<file path="src/rtl/hsstlp_fifo_clr_rsp_pkg.sv">
// Shared types and helpers for the HSST RX FIFO-clear responder.
package hsstlp_fifo_clr_rsp_pkg;

  typedef enum logic [1:0] {
    ST_IDLE   = 2'd0,
    ST_HOLD   = 2'd1,
    ST_SETTLE = 2'd2,
    ST_DONE   = 2'd3
  } lane_state_e;

  localparam int BOND_NONE = 0;
  localparam int BOND_PAIR = 1;
  localparam int BOND_QUAD = 2;

  // Lanes that must all be ready before any member of lane's group may finish.
  function automatic logic [3:0] group_mask(input int lane, input int bond_mode);
    logic [3:0] mask;
    mask = 4'b0000;
    case (bond_mode)
      BOND_PAIR: mask = (lane < 2) ? 4'b0011 : 4'b1100;
      BOND_QUAD: mask = 4'b1111;
      default:   mask = 4'b0001 << lane[1:0];
    endcase
    return mask;
  endfunction

endpackage

</file>
<file path="src/rtl/hsstlp_fifo_clr_lane_fsm.sv">
// Per-lane clear sequencer: hold the PCS FIFO clear, settle, then wait for the group.
module hsstlp_fifo_clr_lane_fsm
  import hsstlp_fifo_clr_rsp_pkg::*;
#(
  parameter int CLR_HOLD_CYC = 8,
  parameter int SETTLE_CYC   = 16,
  parameter int CNT_W        = 8
) (
  input  logic clk,
  input  logic rst_n,
  input  logic req,
  input  logic group_ready,
  input  logic enable,
  output logic pcs_fifo_clr,
  output logic busy,
  output logic done,
  output logic restart,
  output logic in_done
);

  localparam logic [CNT_W-1:0] HOLD_LAST   = CNT_W'(CLR_HOLD_CYC - 1);
  localparam logic [CNT_W-1:0] SETTLE_LAST = CNT_W'(SETTLE_CYC - 1);

  lane_state_e      state_r;
  logic [CNT_W-1:0] cnt_r;
  logic [CNT_W-1:0] cnt_inc_s;

  assign cnt_inc_s = (cnt_r == {CNT_W{1'b1}}) ? cnt_r : cnt_r + {{(CNT_W-1){1'b0}}, 1'b1};
  assign in_done   = (state_r == ST_DONE);
  assign restart   = req & enable & (state_r != ST_IDLE);

  // Lane state, counter and registered outputs; a new request always restarts the hold.
  always_ff @(posedge clk or negedge rst_n) begin
    if (!rst_n) begin
      state_r      <= ST_IDLE;
      cnt_r        <= {CNT_W{1'b0}};
      pcs_fifo_clr <= 1'b0;
      busy         <= 1'b0;
      done         <= 1'b0;
    end else begin
      done <= 1'b0;
      if (!enable) begin
        state_r      <= ST_IDLE;
        cnt_r        <= {CNT_W{1'b0}};
        pcs_fifo_clr <= 1'b0;
        busy         <= 1'b0;
      end else if (req) begin
        state_r      <= ST_HOLD;
        cnt_r        <= {CNT_W{1'b0}};
        pcs_fifo_clr <= 1'b1;
        busy         <= 1'b1;
      end else begin
        case (state_r)
          ST_IDLE: begin
            cnt_r <= {CNT_W{1'b0}};
          end
          ST_HOLD: begin
            if (cnt_r == HOLD_LAST) begin
              state_r      <= ST_SETTLE;
              cnt_r        <= {CNT_W{1'b0}};
              pcs_fifo_clr <= 1'b0;
            end else begin
              cnt_r <= cnt_inc_s;
            end
          end
          ST_SETTLE: begin
            if (cnt_r == SETTLE_LAST) begin
              state_r <= ST_DONE;
            end else begin
              cnt_r <= cnt_inc_s;
            end
          end
          ST_DONE: begin
            if (group_ready) begin
              state_r <= ST_IDLE;
              busy    <= 1'b0;
              done    <= 1'b1;
            end else begin
              state_r <= ST_DONE;
            end
          end
          default: begin
            state_r      <= ST_IDLE;
            pcs_fifo_clr <= 1'b0;
            busy         <= 1'b0;
          end
        endcase
      end
    end
  end

endmodule

</file>
<file path="src/rtl/hsstlp_fifo_clr_rsp.sv">
// FIFO-clear responder top: request edge detection, bonding-group alignment, restart flags.
module hsstlp_fifo_clr_rsp
  import hsstlp_fifo_clr_rsp_pkg::*;
#(
  parameter logic [3:0] CH_RX_ENABLE = 4'b1111,
  parameter int         BOND_MODE    = 0,
  parameter int         CLR_HOLD_CYC = 8,
  parameter int         SETTLE_CYC   = 16,
  parameter int         CNT_W        = 8
) (
  input  logic       clk,
  input  logic       rst_n,
  input  logic [3:0] fifo_clr_en,
  input  logic       err_clr,
  output logic [3:0] pcs_fifo_clr,
  output logic [3:0] fifo_clr_busy,
  output logic [3:0] fifo_clr_done,
  output logic [3:0] clr_restart
);

  logic [3:0] en_ff1_r;
  logic       arm_r;
  logic [3:0] req_s;
  logic [3:0] in_done_s;
  logic [3:0] group_ready_s;
  logic [3:0] restart_s;

  // A level already high when reset releases is not a fresh request, so hold off one cycle.
  always_ff @(posedge clk or negedge rst_n) begin
    if (!rst_n) begin
      en_ff1_r <= 4'b0000;
      arm_r    <= 1'b0;
    end else begin
      en_ff1_r <= fifo_clr_en;
      arm_r    <= 1'b1;
    end
  end

  assign req_s = fifo_clr_en & ~en_ff1_r & CH_RX_ENABLE & {4{arm_r}};

  for (genvar i = 0; i < 4; i++) begin : g_lane
    assign group_ready_s[i] = &(in_done_s | ~CH_RX_ENABLE | ~group_mask(i, BOND_MODE));

    hsstlp_fifo_clr_lane_fsm #(
      .CLR_HOLD_CYC(CLR_HOLD_CYC),
      .SETTLE_CYC  (SETTLE_CYC),
      .CNT_W       (CNT_W)
    ) u_lane (
      .clk         (clk),
      .rst_n       (rst_n),
      .req         (req_s[i]),
      .group_ready (group_ready_s[i]),
      .enable      (CH_RX_ENABLE[i]),
      .pcs_fifo_clr(pcs_fifo_clr[i]),
      .busy        (fifo_clr_busy[i]),
      .done        (fifo_clr_done[i]),
      .restart     (restart_s[i]),
      .in_done     (in_done_s[i])
    );
  end

  // Sticky restart flags; a new restart beats a simultaneous clear.
  always_ff @(posedge clk or negedge rst_n) begin
    if (!rst_n) begin
      clr_restart <= 4'b0000;
    end else begin
      clr_restart <= restart_s | (clr_restart & {4{~err_clr}});
    end
  end

endmodule
</file>
<file path="config.mk">
export PLATFORM = sky130hd
export DESIGN_NAME = hsstlp_fifo_clr_rsp
export DESIGN_NICKNAME = d
export VERILOG_FILES = /design/src/rtl/hsstlp_fifo_clr_rsp_pkg.sv /design/src/rtl/hsstlp_fifo_clr_lane_fsm.sv /design/src/rtl/hsstlp_fifo_clr_rsp.sv
export SDC_FILE = /design/constraint.sdc
export NUM_CORES = 1
export LEC_CHECK = 0
export ABC_AREA = 1
export CAP_MARGIN = 30
export CORE_ASPECT_RATIO = 1.2
export CORE_MARGIN = 4
export CORE_UTILIZATION = 40
export CTS_CLUSTER_SIZE = 8
export DETAILED_ROUTE_END_ITERATION = 8
export SLEW_MARGIN = 15
export SYNTH_ARGS = -nofsm -noshare
export SYNTH_HDL_FRONTEND = slang
export SYNTH_SLANG_ARGS = --single-unit
</file>
<file path="constraint.sdc">
create_clock -name clk -period 3.25 [get_ports clk]
set_input_delay 0.65 -clock clk [delete_from_list [all_inputs] [get_ports clk]]
set_output_delay 0.65 -clock clk [all_outputs]
set_load 0.005 [all_outputs]
</file>
==> results.sh <==
export IMPL_status="finished clean"
export IMPL_relSlewSlack_pct=63.14
export IMPL_finalSetupViolations=0
export IMPL_crit_fanout=2
export IMPL_cts_tree="done"
export IMPL_via_per_inst=4.850
export IMPL_drt_total_wl_um=8059
export IMPL_die_h_um=117.0
export IMPL_p_sw_share_pct=40.04
export IMPL_placed_cells=679
export IMPL_holdCritPathClass="in -> async"
export IMPL_worst_pin_slew_ns=0.5529
export IMPL_synth_cells=544
export IMPL_grt_pass1_wl_um=14190
export IMPL_htreeDepth=3
export IMPL_fin_worst_skew_ns=0.005543
export IMPL_final_common_cell="nand2_1"
export IMPL_clockRootBuffer="clkbuf_16"
export IMPL_ir_drop_v=0.0002982
export IMPL_critPathLaunchType="flip-flop"
export IMPL_cts_setup_buffers=0
export IMPL_post_cts_resized=0
export IMPL_yosysWarnings=0
export IMPL_drv_cap=0
export IMPL_initialDrtViolationCount=121
export IMPL_power_density_mw_per_mm2=783.0
export IMPL_p_int_uw=2137
export IMPL_seq_power_share_pct=30.5
export IMPL_cp_data_arrival_time_ns=1.21
export IMPL_start_util_pct=41.17
export IMPL_grt_use_total_pct=15.40
export IMPL_power_share_clock_pct=26.9
export IMPL_comb_power_share_pct=42.6
export IMPL_slowest_stage="clkdlybuf4s50_1"
export IMPL_finalCritPeriodShare_pct=57.25
export IMPL_path_buf_inv=1
export IMPL_final_fill_count=944
export IMPL_cp_top_family="buffers and inverters"
export IMPL_drc=0
export IMPL_ys_seq_elements=61
export IMPL_die_w_um=98.80
export IMPL_crit_required_ns=2.60
export IMPL_area_growth_pct=15.05
export IMPL_clkLatencyLatePin_ns=0.33
export IMPL_grt_max_degree=26
export IMPL_rsz0062_at_grt="no"
export IMPL_drtPass1Iterations=6
export IMPL_post_dp_hpwl_um=6039
export IMPL_io_buffers=22
export IMPL_syn_area_mm2=0.003958
export IMPL_critical_path_max_stage_delay_ns=0.51
export IMPL_diodes=0
export IMPL_die_area_mm2=0.01156
export IMPL_cts_hold_fix_buffers=0
export IMPL_row_count=39
export IMPL_finalCriticalPeriod_ns=1.861
export IMPL_vias=3366
export IMPL_report_final_slew_viol_count=0
export IMPL_cts_buffers=9
export IMPL_power_leakage_uw=0.002305
export IMPL_wl_per_cell_um=11.61
export IMPL_clock_path_buffers=2
export IMPL_syn_avg_cell_area_um2=7.275
export IMPL_multi_input_area_mm2=0.002056
export IMPL_yosysUniqueCellTypes=28
export IMPL_fin_nets=598
export IMPL_setup_tns_ns=0
export IMPL_core_mm2=0.009613
export IMPL_cts_clk_slew_worst_paths_ns=0.05
export IMPL_p_sw_uw=1428
export IMPL_overflow=0
export IMPL_grt_pass1_vias=3234
export IMPL_drive_gt1_share_pct=8.231
export IMPL_fin_cells=694
export IMPL_antenna_found_initial=0
export IMPL_timing_worst_setup_path_type="reg -> out"
export IMPL_ant_nets=0
export IMPL_final_cell_mix="146 x nand2_1, 85 x nor2_1, 72 x inv_1, 61 x dfrtp_1, 40 x nand3_1"
export IMPL_yosysSeqAreaShare_pct=38.57
export IMPL_cp_end_kind="primary output"
export IMPL_place_congestion=0.8636
export IMPL_ioPinCount=23
export IMPL_synth_nets=575
export IMPL_crit_chain="clkdlybuf4s50_1"
export IMPL_regArea_mm2=0.001526
export IMPL_finalHoldViolCount=0
export IMPL_fmax_ghz=0.5374
export IMPL_cts_sinks=61
==> layer usage <==
metal	vias up	global-route usage [%]	routed length, um
met2	64	25.54	3745
met3	13	4.090	340
li1	1766	-	-
met4	0	7.559	180
met1	1523	18.63	3793
met5	-	0	0
==> logic make-up after synthesis <==
family,after synthesis,synth area share (%)
xor gates and xnor gates,5,1.107
buffers and inverters,88,9.485
DFF,61,38.57
adders and majority gates,24,7.588
and+or+nand+nor,322,37.02
other,1,0.09476
AOI/OAI and AO/OA,43,6.133
==> per-stage QoR <==
step / hold slack (ns) / worst slack [ns] / util, % / total power (uW) / cell area [um2]
after floorplan: 0.3544 / 1.783 / - / 2278 / 3958
after global placement: 0.4887 / 1.179 / 44.23 / 2608 / 4252
after detailed placement: 0.4928 / 1.146 / 44.23 / 2625 / 4252
after CTS: 0.3225 / 1.344 / 47.36 / 3615 / 4553
after global routing: 0.3551 / 1.316 / 47.36 / 3902 / 4553
final: 0.3035 / 1.389 / 47.36 / 3565 / 4553
==> final cells by class <==
type,instances,share of cell area (%)
Clock buffer,12,5.633
Clock inverter,3,0.9893
Inverter,76,6.265
Multi-Input combinational cell,395,45.15
Sequential cell,61,33.53
Tap cell,123,3.380
Timing Repair Buffer,24,5.056
==> cell usage after synthesis, drive strengths merged <==
cell / count / share of area [%]
dfrtp: 61 / 39
o2111ai: 4 / 0.89
xnor2: 2 / 0.44
nor2: 92 / 10
nor3: 6 / 0.89
a21oi: 4 / 0.51
nand2: 155 / 16
o22ai: 4 / 0.63
nand4: 16 / 2.5
ha: 24 / 7.6
conb: 1 / 0.095
o21bai: 1 / 0.19
buf: 12 / 2.3
nand3b: 4 / 0.76
xor2: 3 / 0.66
a31oi: 4 / 0.63
o21ai: 26 / 3.3
nand3: 45 / 6.5
inv: 76 / 7.2
or2: 4 / 0.63
==> power by group through the flow <==
stage | Combinational, uW | Clock (uW) | Sequential, uW
finish | 1520 | 959 | 1090
floorplan | 1220 | 0 | 1060
CTS | 1530 | 993 | 1090
global placement | 1510 | 0 | 1090
global route | 1770 | 1020 | 1110
detailed placement | 1520 | 0 | 1100
==> flip-flops by register name, indices dropped and copies added, names as in the netlist <==
register                    count
g_lane.u_lane.cnt_r            32
g_lane.u_lane.pcs_fifo_clr      4
clr_restart                     4
g_lane.u_lane.done              4
g_lane.u_lane.state_r           8
arm_r                           1
en_ff1_r                        4
g_lane.u_lane.busy              4
==> worst paths after layout <==
kind                            slack (ns)                            end  cells past startpoint                     startpoint
worst min register to register        0.50  g_lane[1].u_lane.pcs_fifo_clr                      2  g_lane[1].u_lane.pcs_fifo_clr
max in group asynchronous             2.27      g_lane[2].u_lane.cnt_r[1]                      2                          rst_n
worst min-delay path                  0.30                 clr_restart[0]                      1                          rst_n
min in group clk                      0.50  g_lane[1].u_lane.pcs_fifo_clr                      2  g_lane[1].u_lane.pcs_fifo_clr
worst max register to register        1.64      g_lane[3].u_lane.cnt_r[6]                     10    g_lane[3].u_lane.state_r[0]
worst max-delay path                  1.39               fifo_clr_busy[3]                      1          g_lane[3].u_lane.busy
No activity file was read; power rests on OpenSTA's default activity.
